--- config.mk ---
export PLATFORM = sky130hd
export DESIGN_NAME = cache_access_arbiter
export DESIGN_NICKNAME = d
export VERILOG_FILES = /design/src/rtl/cache_access_arbiter.sv
export SDC_FILE = /design/constraint.sdc
export NUM_CORES = 1
export LEC_CHECK = 0
export CORE_MARGIN = 2
export CORE_UTILIZATION = 54
export CTS_BUF_LIST = sky130_fd_sc_hd__clkbuf_16
export DETAILED_ROUTE_END_ITERATION = 8
export PLACE_DENSITY_LB_ADDON = 0.2
export SLEW_MARGIN = 20
export SYNTH_ARGS = -nofsm -noshare
export SYNTH_HDL_FRONTEND = slang
export SYNTH_SLANG_ARGS = --single-unit
--- constraint.sdc ---
create_clock -name clk -period 4.71 [get_ports clk]
set_input_delay 1.1775 -clock clk [delete_from_list [all_inputs] [get_ports clk]]
set_output_delay 1.1775 -clock clk [all_outputs]
set_load 0.05 [all_outputs]
--- src/rtl/cache_access_arbiter.sv ---
// Arbitrates CPU requests and interconnect snoops for a single cache
// controller port. Snoops are favoured, but a CPU request that has been
// passed over MAX_SNP_BURST times in a row wins the next grant. Each
// operation is issued for one cycle and then tracked until cache_complete
// or until TIMEOUT_CYCLES cycles pass without completion.
//
// Handshake: a requester raises *_valid with its op and holds both stable
// until it sees the matching *_accept pulse. The accept is asserted
// combinationally in the IDLE cycle where the grant is made and lasts one
// cycle. A request is eligible only when its op is arbitrable: CPU ops
// 00/01, or any snoop op except 11. No accept is given while busy is high.
module cache_access_arbiter #(
    parameter int MAX_SNP_BURST  = 4,
    parameter int TIMEOUT_CYCLES = 64
) (
    input  logic       clk,
    input  logic       reset,
    input  logic       cpu_valid,
    input  logic [1:0] cpu_op,
    output logic       cpu_accept,
    input  logic       snp_valid,
    input  logic [1:0] snp_op,
    output logic       snp_accept,
    output logic [1:0] cache_request,
    input  logic       cache_ready,
    input  logic       cache_complete,
    output logic       cpu_done,
    output logic       snp_done,
    output logic       owner,
    output logic       busy,
    output logic       timeout_err,
    output logic [1:0] o_dbg_state
);

    typedef enum logic [1:0] {
        ST_IDLE  = 2'd0,
        ST_ISSUE = 2'd1,
        ST_WAIT  = 2'd2
    } state_t;

    localparam logic [3:0] BURST_MAX = 4'(MAX_SNP_BURST);
    localparam logic [7:0] WAIT_LAST = 8'(TIMEOUT_CYCLES - 1);
    localparam logic [1:0] NO_TASK   = 2'b11;

    state_t     r_state;
    state_t     w_next_state;
    logic [1:0] r_op;
    logic       r_owner;
    logic [3:0] r_burst;
    logic [7:0] r_wait_cnt;
    logic       r_cpu_done;
    logic       r_snp_done;
    logic       r_timeout;

    logic w_cpu_elig;
    logic w_snp_elig;
    logic w_grant_ok;
    logic w_cpu_win;
    logic w_snp_win;
    logic w_complete;
    logic w_expire;

    // The reset term keeps the accepts low while reset is held, even though
    // the state register already reads IDLE.
    assign w_cpu_elig = cpu_valid && !cpu_op[1];
    assign w_snp_elig = snp_valid && (snp_op != NO_TASK);
    assign w_grant_ok = reset && (r_state == ST_IDLE) && cache_ready;
    assign w_cpu_win  = w_grant_ok && w_cpu_elig && (!w_snp_elig || (r_burst == BURST_MAX));
    assign w_snp_win  = w_grant_ok && w_snp_elig && !(w_cpu_elig && (r_burst == BURST_MAX));

    // A completion in the last allowed wait cycle wins over the timeout.
    assign w_complete = (r_state == ST_WAIT) && cache_complete;
    assign w_expire   = (r_state == ST_WAIT) && !cache_complete && (r_wait_cnt == WAIT_LAST);

    assign cpu_accept    = w_cpu_win;
    assign snp_accept    = w_snp_win;
    assign busy          = (r_state == ST_ISSUE) || (r_state == ST_WAIT);
    assign owner         = r_owner && busy;
    assign cache_request = (r_state == ST_ISSUE) ? r_op : NO_TASK;
    assign cpu_done      = r_cpu_done;
    assign snp_done      = r_snp_done;
    assign timeout_err   = r_timeout;
    assign o_dbg_state   = r_state;

    // State register.
    always_ff @(posedge clk or negedge reset) begin
        if (!reset) begin
            r_state <= ST_IDLE;
        end else begin
            r_state <= w_next_state;
        end
    end

    // Next-state logic: grant -> one issue cycle -> wait for completion or timeout.
    always_comb begin
        w_next_state = r_state;
        case (r_state)
            ST_IDLE: begin
                if (w_cpu_win || w_snp_win) begin
                    w_next_state = ST_ISSUE;
                end
            end
            ST_ISSUE: begin
                w_next_state = ST_WAIT;
            end
            ST_WAIT: begin
                if (w_complete || w_expire) begin
                    w_next_state = ST_IDLE;
                end
            end
            default: begin
                w_next_state = ST_IDLE;
            end
        endcase
    end

    // Capture the granted op and its owner at the grant.
    always_ff @(posedge clk or negedge reset) begin
        if (!reset) begin
            r_op    <= NO_TASK;
            r_owner <= 1'b0;
        end else if (w_cpu_win || w_snp_win) begin
            r_op    <= w_snp_win ? snp_op : cpu_op;
            r_owner <= w_snp_win;
        end
    end

    // Count consecutive snoop grants made while the CPU waits; any IDLE cycle without
    // an eligible CPU request, or a CPU grant, restarts the count.
    always_ff @(posedge clk or negedge reset) begin
        if (!reset) begin
            r_burst <= 4'd0;
        end else if (r_state == ST_IDLE) begin
            if (!w_cpu_elig || w_cpu_win) begin
                r_burst <= 4'd0;
            end else if (w_snp_win && (r_burst != BURST_MAX)) begin
                r_burst <= 4'(r_burst + 4'd1);
            end
        end
    end

    // Count cycles in WAIT_DONE, starting at 0 on entry.
    always_ff @(posedge clk or negedge reset) begin
        if (!reset) begin
            r_wait_cnt <= 8'd0;
        end else if (r_state == ST_ISSUE) begin
            r_wait_cnt <= 8'd0;
        end else if (r_state == ST_WAIT) begin
            r_wait_cnt <= 8'(r_wait_cnt + 8'd1);
        end
    end

    // Registered result pulses, visible in the cycle the FSM is back in IDLE.
    always_ff @(posedge clk or negedge reset) begin
        if (!reset) begin
            r_cpu_done <= 1'b0;
            r_snp_done <= 1'b0;
            r_timeout  <= 1'b0;
        end else begin
            r_cpu_done <= w_complete && !r_owner;
            r_snp_done <= w_complete && r_owner;
            r_timeout  <= w_expire;
        end
    end

endmodule

# Yosys cells after proc, flatten, opt, wreduce, memory -nomap -nowiden
# Index checks and enable logic that the tools add are counted.
# word_totals
register_bits,20
in_bits,10
elab_cells,59
out_inout_bits,11
# classes
muxes,9
n_reduce_logical,32
addsub,2
n_eq_ne,8
# op_table
cell,count
$logic_and A1 B1 Y1,16
$mux W8,2
$add A8 B1 Y8 const B,1
$eq A8 B6 Y1 const B,1
$mux W2,4
$mux W4,2
$logic_not A1 Y1,6
$pmux W2 S3,1
$logic_or A1 B1 Y1,5
$add A4 B1 Y4 const B,1
$eq A4 B3 Y1 const B,1
$ne A2 B2 Y1 const B,2
$ne A4 B3 Y1 const B,1
$reduce_and A2 Y1,2
$reduce_bool A2 Y1,2
$eq A2 B1 Y1 const B,1
$eq A2 B2 Y1 const B,1
$logic_not A2 Y1,1
$ne A2 B1 Y1 const B,1

# Logic depth before layout (Yosys ltp)
# Gate-level depths: netlist of the first run.
# depth
ltp_word,8
depth_mapped,6
ltp_nobuf,6

# Worst setup path before layout of the first run
# Ideal clock, no wire load.
# synth_path
kind,input-to-output
start,in snp_valid
end,out snp_accept
path_stages,3
slack_ns,1.147
t_required_ns,3.533
t_arrival_ns,2.386
n_path_buf,0
path_cell_list,a21boi_0 -> nand2_1 -> nor2_1
# synth_via
elab_chain_len,3
# synth_rtl
element,line_no,source
from (decl),21,"input logic snp_valid,"
$logic_and A1 B1 Y1,66,assign w_snp_elig = snp_valid && (snp_op != NO_TASK);
$logic_and A1 B1 Y1 (2 in series),69,assign w_snp_win = w_grant_ok && w_snp_elig && !(w_cpu_elig && (r_burst == BURST_MAX));
to (decl),23,"output logic snp_accept,"
# No other way between the ends.

# Final worst setup path of the first run
# layout_path
start,in snp_op[0]
end,out cpu_accept
# layout_via
elab_chain_len,5
# layout_rtl
element,line_no,source
from (decl),22,"input logic [1:0] snp_op,"
$ne A2 B2 Y1,66,
$logic_and A1 B1 Y1,66,
$logic_not A1 Y1,68,assign w_cpu_win = w_grant_ok && w_cpu_elig && (!w_snp_elig || (r_burst == BURST_MAX));
$logic_or A1 B1 Y1,68,
$logic_and A1 B1 Y1,68,
to (decl),20,"output logic cpu_accept,"
# No other way between the ends.

==> results of run 1 <==
worst paths after layout:
| kind | start | endpoint | slack [ns] | depth (start not counted) |
|---|---|---|---|---|
| max in group asynchronous | reset | r_op[1] | 3.11 | 2 |
| setup reg to reg | o_dbg_state[1] | r_wait_cnt[7] | 2.81 | 6 |
| hold / removal | r_op[0] | r_op[0] | 0.49 | 2 |
| min in group asynchronous | reset | o_dbg_state[1] | 1.33 | 2 |
| setup / recovery | snp_op[0] | cpu_accept | 0.68 | 5 |
| hold reg to reg | r_op[0] | r_op[0] | 0.49 | 2 |
final cells by class:
type | count | share of cell area
Timing Repair Buffer | 21 | 0.1592
Tap cell | 27 | 0.02362
Clock buffer | 3 | 0.05249
Multi-Input combinational cell | 81 | 0.3867
Sequential cell | 20 | 0.3517
Inverter | 9 | 0.02362
Clock inverter | 1 | 0.002625
through the flow:
step / hold WS, ns / instances / setup WS [ns] / instance area [sq um]
after floorplan: 0.4290 / 112 / 1.147 / 1097
after global placement: 0.4929 / 158 / 0.8022 / 1351
after detailed placement: 0.4759 / 158 / 0.7237 / 1351
after CTS: 0.4907 / 162 / 0.7197 / 1430
after global routing: 0.5136 / 162 / 0.5656 / 1430
final: 0.4910 / 162 / 0.6756 / 1430
layer usage:
layer  routed length (um)  up-vias  global-route usage
li1                     -      438                   -
met1                 1041      411              0.3055
met2                  955       30              0.3221
met3                  143        2             0.04601
met4                    6        0             0.07143
met5                    0        -                   0
report_power, final:
group	internal, mW	leakage (nW)	total (mW)	switching (mW)
Clock	0.113	0.0385	0.175	0.0617
Sequential	0.226	0.257	0.269	0.0427
Combinational	0.168	0.316	0.442	0.274
Total	0.507	0.611	0.886	0.379
Yosys cell counts:
cell type,n,area [sq um]
dfrtp_1,18,450.4
nand2_1,11,41.29
inv_1,9,33.78
ha_1,7,87.58
nor2_1,7,26.28
a21oi_1,6,30.03
o21ai_0,6,30.03
nor3_1,4,20.02
and3_1,3,18.77
nand2b_1,3,18.77
nand3_1,3,15.01
o22ai_1,3,18.77
a22o_1,2,17.52
and2_1,2,12.51
clkbuf_1,2,7.510
dfstp_2,2,52.55
mux2_1,2,22.52
mux2_2,2,22.52
nand3b_1,2,15.01
nor2b_1,2,12.51
nor3b_1,2,15.01
xnor2_1,2,17.52
a21boi_0,1,7.510
a31o_2,1,8.760
a31oi_1,1,6.260
a32oi_2,1,16.27
mux2i_1,1,10.01
nand3_2,1,10.01
nand4_1,1,6.260
o211a_1,1,10.01
o31ai_1,1,7.510
o41ai_1,1,8.760
or4_4,1,11.26
xor2_1,1,8.760
cells by family after synthesis:
kind of cell,after synthesis,synth area share
adders and majority gates,7,0.07981
DFF,20,0.4584
and+or+nand+nor,42,0.2030
buffers and inverters,11,0.03763
muxes,5,0.05017
AOI/OAI and AO/OA,24,0.1471
xor gates and xnor gates,3,0.02395
placed cells by master, fill, tap and decap left out, types with 3 or more instances in the layout:
cell | synthesis | routed
ha_1 | 7 | 7
clkbuf_16 | 0 | 3
a21oi_1 | 6 | 6
inv_1 | 9 | 9
nand2_1 | 11 | 11
o21ai_0 | 6 | 6
nor3_1 | 4 | 4
clkdlybuf4s50_1 | 0 | 18
nand2b_1 | 3 | 3
nand3_1 | 3 | 3
dfrtp_1 | 18 | 18
nor2_1 | 7 | 7
and3_1 | 3 | 3
o22ai_1 | 3 | 3
registers in the layout, indices dropped and copies added, names as in the netlist:
name,count
cpu_done,1
r_wait_cnt,8
r_op,2
r_owner,1
o_dbg_state,2
r_burst,4
snp_done,1
timeout_err,1
worst reg2reg max path, delay by kind of cell (launching register included):
kind / cells / cell delay, ns
flip-flops: 1 / 0.40
adder cells (fa/ha/maj): 1 / 0.56
XOR/XNOR: 1 / 0.15
AND/OR/NAND/NOR: 2 / 0.50
buffers and inverters: 1 / 0.10
AO/OA/AOI/OAI: 1 / 0.06
==> impl_metrics.ini, run 1 <==
[routing]
drt_iter0_markers = 19
routedWlPerCell_um = 13.25
vias = 881
drc = 0
post_drt_via_cell_ratio = 5.438
drtPass1Iterations = 4
routed_wl_um = 2147
antenna_left = 0

[sta]
rsz0062_at_grt = no
finalSetupViolations = 0
worst_pin_slew_ns = 0.6017
slew_violations = 0
hold_violations = 0
relSlewSlack = 0.5952
fin_tns_setup_ns = 0
fin_worst_skew_ns = 0.004354
fmax_mhz = 247.9
finalCritPeriodShare = 0.8566
fin_crit_ns = 4.034

[cells_and_area]
fin_util = 0.7365
multi_input_area_sq_um = 553.0
area_growth_pct = 30.33
diodes = 0
seqCellArea_sq_um = 503.0
nets = 153
fill_cells = 146
drive_above_1_share = 0.1037

[place]
hpwl_um = 1566
gp_congestion = 0.8592
portBuffers = 20

[floorplanning]
die_w_um = 49.08
core_sq_um = 1942
dieArea_sq_um = 2409
start_util = 0.5651
fp-row-count = 16
fp.dieH_um = 49.08
ioPinCount = 21

[critical_path]
cp_cell_sequence = clkdlybuf4s50_1 > a21boi_0 > nand2_1 > and3_1 > buf_12
path_delay_family = buffers and inverters
endpoint_kind = output port
critPathBufInv = 2
slowest_delay_ns = 0.52
crit_path_start_kind = input port
crit_fanout = 6
slowest_stage = a21boi_0
crit_required_ns = 3.53
path_class = input port to output port
crit_arrival_ns = 2.86

[logic_synthesis]
syn_avg_cell_area_sq_um = 9.797
yosysWarnings = 0
synthesis.nets = 129
syn_area_sq_um = 1097
synthDistinctLibCells = 34
synthCells = 112
ys_seq_elements = 20
seq_area_frac_synth = 0.4584

[pwr]
p_total_uw = 885.7
p_leak_nw = 0.6113
peakVddDrop_v = 0.0005979
power_density_nw_per_um2 = 619.3

[global_route]
grt_max_degree = 23
grt_pass1_wl_um = 4015
grt_overflow = 0
grt_pass1_vias = 908
antenna_found_initial = 0
grt_usage = 0.2135

[clocking]
clock_latency_ns = 0.25
post_cts_buffers = 0
cts_buffers = 3
htreeDepth = 1
cts_sinks = 20
clk_pin_slew_ns = 0.06
cts_root_buffer = clkbuf_16
cts_resized = 0
cts_buffer_depth = 2
cts_tree = done
cts_hold_buf = 0

[job]
cap_violations = 0

[hold_path]
hold_path_class = flop to flop

[status]
status = complete, no violations
Note: power is estimated with default switching activity, not from simulation.
==> inputs of run 2 (changes only) <==
Settings changed: GPL_TIMING_DRIVEN set to 0, REMOVE_ABC_BUFFERS set to 1.
==> run 2 against run 1 <==
Utilization shrank 1.7 points. Register-to-register slack got worse by 0.04 ns. Power fell by 0.56%. Sequential share of layout area up 0.82 points. Wire length up 3.8%. Global-route usage up 0.88 points. Die area unchanged. Sequential cell count is the same. Clock power is 3% lower. Cell count is 0.62% lower.
==> impl_metrics.ini, run 2 (synthesized netlist as in run 1, its figures left out) <==
[status]
status = complete, no violations

[cells_and_area]
nets = 152
diodes = 0
top_register = r_wait_cnt
drive_above_1_share = 0.08955
reg_top3 = r_wait_cnt x8, r_burst x4
layout_common_cells = clkdlybuf4s50_1 (19), dfrtp_1 (18), nand2_1 (11), inv_1 (10)
area_growth_pct = 27.37
fin_cells = 161
fin_area_sq_um = 1398
layout_commonest_cell = clkdlybuf4s50_1
largest_reg_flops = 8

[critical_path]
crit_arrival_ns = 3.22
rrSetupSlack_ns = 2.77
slowest_stage = clkdlybuf4s50_1
cpMostUsedCell = clkdlybuf4s50_1
crit_path_start_kind = input port
cp_cell_sequence = clkdlybuf4s50_1 > a21boi_1 > nand2_1 > and3_1 > clkdlybuf4s50_1
endpoint_kind = output port
path_class = input port to output port
crit_required_ns = 3.53
crit_fanout = 6
slowest_delay_ns = 0.70

[floorplanning]
dieArea_sq_um = 2409
die_w_um = 49.08
ioPinCount = 21
core_sq_um = 1942
fp.dieH_um = 49.08
fp-row-count = 16
start_util = 0.5651

[place]
dp_cells = 157
gp_congestion = 0.8546
hpwl_um = 1551
place_area_sq_um = 1324
portBuffers = 20

[global_route]
busiest_layer = met2
antenna_found_initial = 0
met1_usage = 0.2692
grt_pass1_vias = 952
grt_overflow = 0
grt_pass1_wl_um = 4119
grt_max_degree = 24
gr-usage-met3 = 0.03374
grt_usage = 0.2223
grt_use_met2 = 0.3941

[hold_path]
hold_path_class = flop to flop

[clocking]
htreeDepth = 1
cts_sinks = 20
cts_hold_buf = 0
cts_root_buffer = clkbuf_16
post_cts_buffers = 0
cts_buffer_depth = 2
clock_latency_ns = 0.25
cts_buffers = 3
cts_tree = done
clk_pin_slew_ns = 0.05

[routing]
drtPass1Iterations = 4
post_drt_via_cell_ratio = 5.609
routed_wl_um = 2228
drt_iter0_markers = 10
drc = 0
routedWlPerCell_um = 13.84
antenna_left = 0
vias = 903

[pwr]
seq_power_share = 0.304
p_clk_frac = 0.193
p_leak_nw = 0.6013
p_comb_frac = 0.502
peakVddDrop_v = 0.0004154
switching_share = 0.4282
intPower_uw = 503.6
power_density_nw_per_um2 = 630.2
p_switching_uw = 377.2

[sta]
rsz0062_at_grt = no
fin_worst_skew_ns = 0.005007
finalCritPeriodShare = 0.9341
fmax_mhz = 227.3
fin_crit_ns = 4.400
whs_ns = 0.4770
worst_pin_slew_ns = 0.4957
hold_violations = 0
slew_violations = 0
relSlewSlack = 0.6685
finalSetupViolations = 0

[job]
cap_violations = 0
## run 2: cell count changes in the layout (fill, tap and decap cells not counted)
cell / change
buf_12: -2
a21boi_0: -1
a21boi_1: +1
buf_2: +1
buf_4: -1
clkdlybuf4s50_1: +1
clkinv_1: -1
inv_1: +1
## run 2: through the flow
step / total power [mW] / TNS (ns) / utilization / setup slack, ns
2_1_floorplan: 0.5782 / 0 / - / 1.147
3_3_place_gp: 0.6927 / -0.3772 / 0.6817 / -0.2321
3_5_place_dp: 0.7070 / -0.3608 / 0.6817 / -0.2214
4_1_cts: 0.8863 / 0 / 0.7216 / 0.03039
5_1_grt: 0.9402 / 0 / 0.7197 / 0.1484
6_report: 0.8808 / 0 / 0.7197 / 0.3104
## run 2: worst max-delay path, delay by kind of cell
kind	cells	cell delay, ns
AO/OA/AOI/OAI	1	0.38
AND/OR/NAND/NOR	2	0.51
buffers and inverters	2	1.14
## run 2: area by class of cell
type | count | area, sq um
timing repair buffer | 20 | 195.2
tap | 27 | 33.78
clock inverter | 1 | 3.754
fill | 160 | 544.3
sequential | 20 | 503.0
clock buffer | 3 | 75.07
multi-input combinational | 81 | 553.0
inverter | 9 | 33.78
## run 2: worst paths after layout
check,from,to,cells after the start
worst max-delay path,snp_valid,cpu_accept,5
worst min register to register,r_owner,cpu_done,1
max in group asynchronous,reset,r_op[1],1
min in group asynchronous,reset,o_dbg_state[0],1
worst max register to register,o_dbg_state[0],r_wait_cnt[7],6
worst min-delay path,r_owner,cpu_done,1
## run 2: layer usage
metal,share of wire,routed length (um)
met1,0.42,928
met2,0.53,1181
met3,0.044,97
met4,0.0094,21
met5,0,0
## run 2: power by group through the flow
stage	Clock, mW	Sequential, mW	Combinational [mW]
2_1_floorplan	0	0.298	0.280
3_3_place_gp	0	0.267	0.425
3_5_place_dp	0	0.270	0.437
4_1_cts	0.173	0.268	0.445
5_1_grt	0.183	0.275	0.482
6_report	0.170	0.268	0.442
## run 2: repair_timing
action | in CTS | in global routing
cloned | 0 | 0
gates resized for setup | 1 | 1
endpoints found under the setup margin | 2 | 2
